**config.mk**
```make
export PLATFORM = sky130hd
export DESIGN_NAME = shift_add_mac
export DESIGN_NICKNAME = d
export VERILOG_FILES = /design/src/rtl/shift_add_mac.sv
export SDC_FILE = /design/constraint.sdc
export NUM_CORES = 1
export LEC_CHECK = 0
export CORE_MARGIN = 2
export CORE_UTILIZATION = 60
export DETAILED_ROUTE_END_ITERATION = 8
export DONT_BUFFER_PORTS = 1
export MAX_ROUTING_LAYER = met4
export PLACE_DENSITY_LB_ADDON = 0.15
export SETUP_SLACK_MARGIN = 0.5
export SLEW_MARGIN = 20
export SYNTH_ARGS = -nofsm -noshare
export SYNTH_HDL_FRONTEND = slang
export SYNTH_SLANG_ARGS = --single-unit
```
**constraint.sdc**
```tcl
create_clock -name clk -period 11 [get_ports clk]
set_input_delay 2.2 -clock clk [delete_from_list [all_inputs] [get_ports clk]]
set_output_delay 2.2 -clock clk [all_outputs]
set_load 0.01 [all_outputs]
```
**src/rtl/shift_add_mac.sv**
```systemverilog
// Iterative shift-add multiply-accumulate: consumes BITS_PER_CYCLE multiplier bits per
// clock, with per-operand signedness, ready/valid on both sides and a sticky-overflow accumulator.
module shift_add_mac #(
  parameter int WIDTH          = 16,
  parameter int BITS_PER_CYCLE = 4,
  parameter int ACC_WIDTH      = 2*WIDTH+8
) (
  input  logic                   clk,
  input  logic                   rst,
  input  logic                   in_valid,
  output logic                   in_ready,
  input  logic [WIDTH-1:0]       A,
  input  logic [WIDTH-1:0]       B,
  input  logic                   a_signed,
  input  logic                   b_signed,
  input  logic                   accumulate,
  input  logic                   clear_acc,
  output logic                   out_valid,
  input  logic                   out_ready,
  output logic [2*WIDTH-1:0]     product,
  output logic [ACC_WIDTH-1:0]   acc,
  output logic                   overflow,
  output logic                   busy,
  output logic [1:0]             state_dbg
);

  localparam int PW = 2*WIDTH;
  localparam int N  = WIDTH/BITS_PER_CYCLE;
  localparam int CW = (N > 1) ? $clog2(N) : 1;
  localparam logic [CW-1:0] LAST = CW'(N-1);

  localparam logic [1:0] S_IDLE = 2'd0;
  localparam logic [1:0] S_RUN  = 2'd1;
  localparam logic [1:0] S_DONE = 2'd2;

  // Handshake: a transfer happens on any rising clk edge where valid and ready are
  // both high; out_valid and the result stay stable until that edge.
  logic [1:0]           state;
  logic [PW-1:0]        a_sh;
  logic [WIDTH-1:0]     b_sh;
  logic                 a_s_q, b_s_q, acc_mode_q;
  logic [PW-1:0]        pp, pp_next;
  logic [CW-1:0]        cnt;
  logic                 finish;
  logic [ACC_WIDTH-1:0] prod_ext, base, sum;
  logic                 add_ovf;

  assign in_ready  = (state == S_IDLE);
  assign state_dbg = state;
  assign finish    = (state == S_RUN) && (cnt == LAST);

  // a_sh is pre-shifted each cycle, so only constant shifts are needed here.
  always_comb begin
    pp_next = pp;
    for (int j = 0; j < BITS_PER_CYCLE; j++) begin
      if (b_sh[j]) begin
        if (b_s_q && (cnt == LAST) && (j == BITS_PER_CYCLE-1))
          pp_next = pp_next - (a_sh << j);
        else
          pp_next = pp_next + (a_sh << j);
      end
    end
  end

  always_comb begin
    prod_ext = (a_s_q | b_s_q) ? ACC_WIDTH'($signed(pp_next)) : ACC_WIDTH'(pp_next);
    base     = (acc_mode_q && !clear_acc) ? acc : '0;
    sum      = base + prod_ext;
    add_ovf  = (base[ACC_WIDTH-1] == prod_ext[ACC_WIDTH-1]) &&
               (sum[ACC_WIDTH-1] != base[ACC_WIDTH-1]);
  end

  always_ff @(posedge clk or posedge rst) begin
    if (rst) begin
      state      <= S_IDLE;
      a_sh       <= '0;
      b_sh       <= '0;
      a_s_q      <= 1'b0;
      b_s_q      <= 1'b0;
      acc_mode_q <= 1'b0;
      pp         <= '0;
      cnt        <= '0;
      product    <= '0;
      acc        <= '0;
      overflow   <= 1'b0;
      out_valid  <= 1'b0;
      busy       <= 1'b0;
    end else begin
      if (clear_acc && !finish) begin
        acc      <= '0;
        overflow <= 1'b0;
      end
      case (state)
        S_IDLE: begin
          if (in_valid) begin
            a_sh       <= a_signed ? PW'($signed(A)) : PW'(A);
            b_sh       <= B;
            a_s_q      <= a_signed;
            b_s_q      <= b_signed;
            acc_mode_q <= accumulate;
            pp         <= '0;
            cnt        <= '0;
            busy       <= 1'b1;
            state      <= S_RUN;
          end
        end
        S_RUN: begin
          pp   <= pp_next;
          a_sh <= a_sh << BITS_PER_CYCLE;
          b_sh <= b_sh >> BITS_PER_CYCLE;
          cnt  <= cnt + 1'b1;
          if (finish) begin
            product   <= pp_next;
            acc       <= sum;
            overflow  <= (overflow & ~clear_acc) | add_ovf;
            out_valid <= 1'b1;
            state     <= S_DONE;
          end
        end
        S_DONE: begin
          if (out_ready) begin
            out_valid <= 1'b0;
            busy      <= 1'b0;
            state     <= S_IDLE;
          end
        end
        default: state <= S_IDLE;
      endcase
    end
  end

endmodule

```
# After elaboration in Yosys (flattened, before gate mapping)

Index checks and enable logic that the tools add are counted.

Bits in registers: 162
Bits of input ports: 40
Output and inout port bits: 78
Word-level logic and storage cells: 80

Add/subtract/negate cells: 7
Equality and inequality tests: 8
Mux-type cells: 31
Bitwise operators: 4
Reductions and logical operators: 17

Operator list:

| cell                                                 | number |
|---|---|
| two-way mux 32 bit                                   | 8 |
| two-way mux 40 bit                                   | 5 |
| adder 32 bit                                         | 4 |
| one-hot mux 32 bit (2 select lines)                  | 2 |
| adder 40 bit                                         | 1 |
| one-hot mux 16 bit (2 select lines)                  | 1 |
| subtractor 32 bit                                    | 1 |
| two-way mux 16 bit                                   | 1 |
| AND reduction 3 bit                                  | 3 |
| two-way mux 2 bit                                    | 4 |
| two-way mux 1 bit                                    | 6 |
| != test 2 bit (second input constant)                | 3 |
| one-hot mux 2 bit (3 select lines)                   | 1 |
| AND reduction 2 bit                                  | 3 |
| nonzero test 2 bit                                   | 3 |
| logical AND 1 bit                                    | 5 |
| equality test 2 bit (second input constant)          | 2 |
| one-hot mux 1 bit (2 select lines)                   | 2 |
| one-hot mux 2 bit (2 select lines)                   | 1 |
| adder 2 x 1 -> 2 bit (second input constant)         | 1 |
| equality test 2 x 1 -> 1 bit (second input constant) | 1 |
| logical NOT 1 bit                                    | 2 |
| logical NOT 2 bit                                    | 1 |
| OR 1 bit                                             | 2 |
| 4 further kinds                                      | 4 |

# Depth between registers and ports, before layout

Gate-level depths: netlist (run 1).

Depth in word-level cells: 16
Gate-level depth with buffers: 58
Gate-level depth less buffers: 58

# Worst setup path before layout (run 1)

OpenSTA, ideal clock, no wires.

Path kind: reg2reg
Start: register a_sh[0]
End: register acc[37]
Setup time: 132 ps
Data arrival time: 10412 ps
Data required time: 10868 ps
Setup slack: 456 ps
Stages on the path, launching flop included: 55
Path buffers: 1
Clock period less this slack: 10544 ps
Cells stage by stage: dfrtp_1 > ha_1 > fa_1 > a21o_1 > a21oi_1 > o21bai_1 > a21o_1 > a21o_1 > a21oi_1 > o21bai_1 > a21oi_1 > xnor2_1 > mux2_2 > ha_1 > nand3_1 > nor3_1 > a211o_1 > o211a_1 > (+19 left out) > a221oi_1 > o21ai_0 > a221oi_1 > o21ai_0 > mux2_4 > xnor2_2 > xnor3_2 > or2_1 > buf_6 > clkinv_8 > ha_1 > inv_1 > a21oi_1 > o31ai_1 > o21ai_1 > a41oi_4 > mux2i_1 > o211ai_1

Longest elaborated chain between the ends: 13
Elaborated cells on any way between the ends: 14
Classes of those cells: add/sub (6); mux (8)

RTL lines:

| element                                                  | RTL line | text |
|---|---|---|
| start, declared                                          | 39       | `logic [PW-1:0] a_sh;` |
| start signal, assigned                                   | 96       | `a_sh <= a_signed ? PW'($signed(A)) : PW'(A);` |
| start signal, assigned                                   | 109      | `a_sh <= a_sh << BITS_PER_CYCLE;` |
| adder 32 bit                                             | 60       | `pp_next = pp_next + (a_sh << j);` |
| two-way mux 32 bit                                       | 56       | `if (b_sh[j]) begin` |
| adder 32 bit                                             | 60       |  |
| two-way mux 32 bit                                       | 56       |  |
| adder 32 bit                                             | 60       |  |
| two-way mux 32 bit                                       | 56       |  |
| adder 32 bit / subtractor 32 bit (equally long branches) | 60, 58   |  |
| two-way mux 32 bit                                       | 57       | `if (b_s_q && (cnt == LAST) && (j == BITS_PER_CYCLE-1))` |
| two-way mux 32 bit *                                     | 56       |  |
| two-way mux 40 bit *                                     | 66       | `prod_ext = (a_s_q \| b_s_q) ? ACC_WIDTH'($signed(pp_next)) : ACC_WIDTH'(pp_next);` |
| adder 40 bit *                                           | 68       | `sum = base + prod_ext;` |
| two-way mux 40 bit *                                     | 112      | `if (finish) begin` |
| two-way mux 40 bit *                                     | 93       | `case (state)` |
| end signal, assigned                                     | 114      | `acc <= sum;` |
| end, declared                                            | 21       | `output logic [ACC_WIDTH-1:0] acc,` |

Every way passes the cells marked *; elsewhere a longest branch is shown, timed or not.
A chain may end at the register's enable or synchronous reset.

# Final worst setup path (run 1)

Start: register a_sh[0]
End: register overflow

Longest elaborated chain between the ends: 16
Elaborated cells on any way between the ends: 18
Classes of those cells: add/sub (6); eq/ne (2); mux (8); bitwise (1); reduce/logical (1)

RTL lines:

| element                                                  | RTL line | text |
|---|---|---|
| adder 32 bit                                             | 60       |  |
| two-way mux 32 bit                                       | 56       |  |
| adder 32 bit                                             | 60       |  |
| two-way mux 32 bit                                       | 56       |  |
| adder 32 bit                                             | 60       |  |
| two-way mux 32 bit                                       | 56       |  |
| adder 32 bit / subtractor 32 bit (equally long branches) | 60, 58   |  |
| two-way mux 32 bit                                       | 57       |  |
| two-way mux 32 bit *                                     | 56       |  |
| two-way mux 40 bit *                                     | 66       |  |
| adder 40 bit                                             | 68       |  |
| != test 1 bit                                            | 70       | `(sum[ACC_WIDTH-1] != base[ACC_WIDTH-1]);` |
| logical AND 1 bit *                                      | 69       | `add_ovf = (base[ACC_WIDTH-1] == prod_ext[ACC_WIDTH-1]) &&` |
| OR 1 bit *                                               | 115      | `overflow <= (overflow & ~clear_acc) \| add_ovf;` |
| two-way mux 1 bit *                                      | 112      |  |
| two-way mux 1 bit *                                      | 93       |  |
| end signal, assigned                                     | 115      |  |
| end, declared                                            | 22       | `output logic overflow,` |

Marks and branches as above.

==> impl_metrics.py, run 1 <==
metrics = {
    "route": {
        "wl_um": 50200,
        "first_pass_iters": 5,
        "first_iter_violations": 1407,
        "viasPerCell": 6.44,
        "wl_per_cell_um": 20.7,
        "drcViolationCount": 0,
        "antenna_left": 0,
        "vias": 15600,
    },
    "setup_path": {
        "cp-startpoint": "a_sh[0]",
        "slowest_delay_ps": 420,
        "critPathMaxFanout": 6,
        "cp-endpoint": "overflow",
        "path_class": "flop to flop",
        "worst-path-buf-inv": 5,
        "rr_startpoint": "a_sh[0]",
        "r2r_slack_ps": 450,
        "start_kind": "flop",
        "cp_slowest_cell": "a21oi_1",
        "cp_num_cells": 52,
        "r2r-end": "overflow",
        "crit_path_end_kind": "flop",
        "worstPathRequired_ps": 11360,
        "reg2reg_depth": 52,
        "crit_arrival_ps": 10910,
        "cp_top_family": "compound AO/OA/AOI/OAI gates",
    },
    "floorplanning": {
        "start_util_pct": 61.4,
        "dieArea_sq_mm": 0.0281,
        "core_region_area_sq_mm": 0.0262,
        "row_count": 59,
        "die_w_um": 168,
        "fp.dieH_um": 168,
        "io_pins": 118,
    },
    "flow_run": {
        "drv_cap": 0,
    },
    "timing": {
        "fmax_ghz": 0.0948,
        "maxSlewHeadroom_pct": 36.7,
        "hold_violations": 0,
        "fin_worst_skew_ps": 17.4,
        "worst_pin_slew_ps": 940,
        "grt_setup_unrepaired": "true",
        "timing.final.crit_share_pct": 95.9,
        "setup_viol": 0,
        "final.min_clock_period_ps": 10550,
        "drv_slew": 0,
    },
    "min_path": {
        "min_path_type": "flop to flop",
        "min_from": "b_sh[12]",
    },
    "grt": {
        "track_usage_pct": 35.6,
        "antenna_found_initial": 0,
        "grt_max_degree": 129,
        "grt_overflow": 0,
        "grt_pass1_wl_um": 77800,
        "first_global_vias": 14500,
    },
    "clock_network": {
        "cts-root-buf": "clkbuf_16",
        "path_clk_slew_ps": 80,
        "numCtsBuffers": 17,
        "cts_tree": "yes",
        "htreeDepth": 4,
        "clkSinkCount": 162,
        "clock_path_buffers": 2,
        "clkLatencyLatePin_ps": 450,
    },
    "place": {
        "port-buffer-count": 0,
        "place_hpwl_um": 35900,
        "gp_congestion": 0.948,
    },
    "yosys": {
        "avgSynthCellArea_sq_um": 7.88,
        "synth_fp_nets": 2239,
        "yosysWarnings": 0,
        "yosys_most_used_dff": "dfrtp_1",
        "syn_inst": 2040,
        "ys_seq_elements": 162,
        "synth_edf_count": 0,
        "yosysSeqAreaShare_pct": 25.2,
        "synthArstFlopShare_pct": 100,
        "syn_area_sq_mm": 0.0161,
        "post_synth_num_cell_types": 80,
    },
    "layout": {
        "fin_util_pct": 70.3,
        "fin_nets": 2272,
        "drive_gt1_share_pct": 16.2,
        "diodes": 0,
        "area_growth_pct": 14.5,
    },
    "outcome": {
        "outcome": "finished, final reports clean",
    },
}
==> worst min-delay path by stage <==
stage                       endpoint  slack (ps)  depth (start not counted)
after floorplan           acc_mode_q         460                          2
after CTS                   b_sh[12]         510                          2
final                       b_sh[12]         500                          2
after global routing        b_sh[12]         520                          2
after detailed placement    b_sh[12]         490                          2
after global placement      b_sh[12]         480                          2
==> stage by stage <==
step | setup WS [ps] | instance area, sq um | instances | hold WS [ps] | TNS (ps)
final | 452 | 18400 | 2421 | 505 | 0
after global routing | -34.1 | 18400 | 2421 | 522 | -34.1
after CTS | 508 | 17600 | 2401 | 507 | 0
after detailed placement | -274 | 16700 | 2356 | 487 | -1240
after global placement | -50.4 | 16700 | 2356 | 481 | -134
after floorplan | 530 | 16100 | 2040 | 460 | 0
==> worst reg2reg max path, delay by kind of cell, from the launching register on <==
| family | cells | cell delay, ps |
|---|---|---|
| buf+inv | 5 | 650 |
| simple gates | 9 | 1810 |
| fa+ha+maj | 6 | 1800 |
| mux | 4 | 950 |
| xor+xnor | 5 | 750 |
| flops | 1 | 390 |
| compound gates | 23 | 4120 |
==> synthesized netlist by cell type, types with 19 or more instances <==
library cell | instances | share of area [%]
and2_1 | 46 | 1.8
xnor2_1 | 83 | 4.5
a21o_1 | 63 | 2.9
a21oi_1 | 148 | 4.6
a211oi_1 | 20 | 0.93
mux2_2 | 45 | 3.2
xor2_1 | 64 | 3.5
o21a_1 | 26 | 1.2
ha_1 | 154 | 12
dfrtp_1 | 162 | 25
o21ai_0 | 198 | 6.2
clkbuf_1 | 73 | 1.7
inv_1 | 94 | 2.2
nor2_1 | 119 | 2.8
a31oi_1 | 31 | 1.2
nand2_1 | 262 | 6.1
nand3_1 | 117 | 3.6
mux2i_1 | 28 | 1.7
nor3_1 | 33 | 1.0
o31ai_1 | 19 | 0.89
o21bai_1 | 20 | 0.93
==> repair_timing <==
item                                    in CTS  in global routing
buffers inserted                            13                 20
cloned                                       0                  0
gates resized for setup                     48                147
hold buffers                                 0                  0
pin swaps                                   27                 71
endpoints found under the setup margin      10                 16
==> layout by cell type (no fill, tap or decap), types with 30 or more instances in the layout <==
cell     synthesis  routed
nand3_1        117     113
xor2_1          64      63
o21ai_0        198     166
dfrtp_1        162     162
xnor2_1         83      83
mux2_2          45      42
a31oi_1         31      30
nand2_1        262     254
ha_1           154     123
and2_1          46      45
nor2_1         119     113
inv_1           94      92
a21o_1          63      63
a21oi_1        148     118
buf_4            0      94
==> sequential cells by signal (all words and copies together) (netlist names) <==
| signal | cells |
|---|---|
| cnt | 2 |
| overflow | 1 |
| state_dbg | 2 |
| b_s_q | 1 |
| busy | 1 |
| acc | 40 |
| out_valid | 1 |
| acc_mode_q | 1 |
| a_s_q | 1 |
| a_sh | 32 |
| pp | 32 |
| b_sh | 16 |
| product | 32 |
==> cell type report <==
| class | instances | area [sq um] |
|---|---|---|
| multi-input combinational | 1699 | 12200 |
| clock buffer | 17 | 425 |
| timing repair buffer | 96 | 728 |
| fill | 2123 | 7790 |
| inverter | 97 | 384 |
| sequential | 162 | 4050 |
| tap | 335 | 419 |
| clock inverter | 15 | 181 |
==> per-layer routing <==
metal	track usage (%)	vias up	wire [um]
met4	8.24	0	983
met2	53.0	633	22300
li1	-	7411	-
met1	50.7	7485	22500
met3	6.22	67	4330
met5	-	-	0
==> logic make-up (layout without fill, tap and decap cells) <==
logic type / Yosys count / count (layout) / share of synthesized area [%]
adders and majority gates: 162 / 162 / 12.8
AOI/OAI and AO/OA: 629 / 629 / 24.4
xor gates and xnor gates: 151 / 151 / 8.46
DFF: 162 / 162 / 25.2
buffers and inverters: 179 / 225 / 4.31
muxes: 74 / 74 / 4.99
and+or+nand+nor: 683 / 683 / 19.8
Power of run 1 is left out: the tool's default activity adds up to more than one toggle a clock period on the data nets, which glitch-free logic cannot reach.
==> run 2: changes to the inputs <==
CTS_CLUSTER_DIAMETER = 100   (was default)
==> results of run 2 <==
The final DEF is identical to that of run 1; final timing and power are the same.
Power of run 2 is left out for the same reason.
==> run 3: changes to the inputs <==
CAP_MARGIN = 20   (was default)
==> run 3 against run 2 <==
Critical path type unchanged; wire length shrank 1.5%; largest cell class unchanged; clock-buffer cell count unchanged; sequential share of layout area is 0.20 points lower; first-iteration DRC count is 2.6% lower.
==> impl_metrics.py, run 3 (synthesis gave the netlist of run 1 again) <==
metrics = {
    "clock_network": {
        "clock_path_buffers": 2,
        "numCtsBuffers": 17,
        "cts-root-buf": "clkbuf_16",
        "clkSinkCount": 162,
        "cts_hold_buf": 0,
        "path_clk_slew_ps": 80,
        "clkLatencyLatePin_ps": 450,
        "htreeDepth": 4,
        "cts_tree": "yes",
    },
    "place": {
        "port-buffer-count": 0,
        "gp_congestion": 0.948,
        "place_hpwl_um": 36100,
        "place_ws_ps": -250,
        "placed_area_sq_mm": 0.0167,
    },
    "grt": {
        "grt_max_degree": 129,
        "first_global_vias": 14600,
        "grt_pass1_wl_um": 77700,
        "antenna_found_initial": 0,
        "grt_overflow": 0,
        "track_usage_pct": 35.5,
    },
    "route": {
        "wl_um": 49500,
        "drcViolationCount": 0,
        "antenna_left": 0,
        "viasPerCell": 6.40,
        "first_iter_violations": 1371,
        "first_pass_iters": 6,
        "wl_per_cell_um": 20.3,
        "vias": 15600,
    },
    "layout": {
        "final_common_cell": "nand2_1",
        "regMostFlops": "acc",
        "diodes": 0,
        "area_growth_pct": 15.6,
        "largest_register_ff_count": 40,
        "most-common-layout-cells": "nand2_1 (256), o21ai_0 (166), dfrtp_1 (162), ha_1 (118), nand3_1 (114)",
        "fin_nets": 2284,
        "fin_util_pct": 70.9,
        "drive_gt1_share_pct": 17.3,
        "finalInstanceArea_sq_mm": 0.0186,
        "fillers": 2091,
    },
    "setup_path": {
        "cp_slowest_cell": "fa_2",
        "path_class": "flop to flop",
        "crit_arrival_ps": 10780,
        "worstPathRequired_ps": 11320,
        "slowest_delay_ps": 390,
        "crit_path_end_kind": "flop",
        "start_kind": "flop",
        "critPathMaxFanout": 5,
        "crit_top_cell": "nand2_1",
    },
    "timing": {
        "worst_pin_slew_ps": 926,
        "tns_ps": 0,
        "hold_violations": 0,
        "final.min_clock_period_ps": 10450,
        "fmax_ghz": 0.0957,
        "fin_worst_skew_ps": 19.2,
        "setup_viol": 0,
        "timing.final.crit_share_pct": 95.0,
        "maxSlewHeadroom_pct": 37.6,
        "grt_setup_unrepaired": "true",
        "setup_ws_ps": 546,
        "drv_slew": 0,
    },
    "floorplanning": {
        "io_pins": 118,
        "die_w_um": 168,
        "fp.dieH_um": 168,
        "row_count": 59,
        "core_region_area_sq_mm": 0.0262,
        "start_util_pct": 61.4,
        "dieArea_sq_mm": 0.0281,
    },
    "flow_run": {
        "drv_cap": 0,
    },
    "outcome": {
        "outcome": "finished, final reports clean",
    },
    "min_path": {
        "min_path_type": "flop to flop",
    },
}
run 3: changes by cell type in the layout (fill, tap and decap cells not counted), sizes merged:
cell,before,now
buf,96,108
clkinv,10,11
inv,102,101
run 3: area by class of cell:
cell class | instances | area [sq um] | share of cell area, %
Tap cell | 335 | 419 | 2.25
Clock buffer | 17 | 425 | 2.29
Sequential cell | 162 | 4050 | 21.8
Timing Repair Buffer | 108 | 835 | 4.49
Inverter | 97 | 384 | 2.07
Clock inverter | 15 | 181 | 0.976
Multi-Input combinational cell | 1699 | 12300 | 66.1
run 3: routing by layer:
layer	up-vias	track usage, %	share of wire [%]
met5	-	-	0
met4	0	8.92	1.8
met3	75	6.22	8.7
met2	632	53.0	44
met1	7436	50.3	46
li1	7430	-	-
run 3: through the flow:
step,cells,hold WS (ps)
5_1_grt,2433,533
3_5_place_dp,2357,492
2_1_floorplan,2040,460
4_1_cts,2404,511
6_report,2433,511
3_3_place_gp,2356,481
run 3: worst paths after layout:
kind | cells after the start | endpoint | startpoint | slack [ps]
max | 57 | acc[39] | a_sh[0] | 550
min | 2 | b_sh[12] | b_sh[12] | 510
max reg2reg | 57 | acc[39] | a_sh[0] | 550
min reg2reg | 2 | b_sh[12] | b_sh[12] | 510
max in group asynchronous | 2 | product[29] | rst | 7810
min in group asynchronous | 1 | product[4] | rst | 1760
run 3: timing repair:
| item | CTS | global route |
|---|---|---|
| gates resized for setup | 47 | 157 |
| endpoints found under the hold margin | 0 | 0 |
| pin swaps | 29 | 76 |
| setup endpoints to repair | 11 | 15 |
| setup buffers | 15 | 29 |
run 3: worst max-delay path: cells and delay by family (launching register included):
family                   cells  cell delay [ps]
adder cells (fa/ha/maj)      7             2190
XOR/XNOR                     2              170
AO/OA/AOI/OAI               27             4610
AND/OR/NAND/NOR             13             1340
buffers and inverters        3              370
flip-flops                   1              380
multiplexers                 5             1250
Power of run 3 is left out for the same reason.
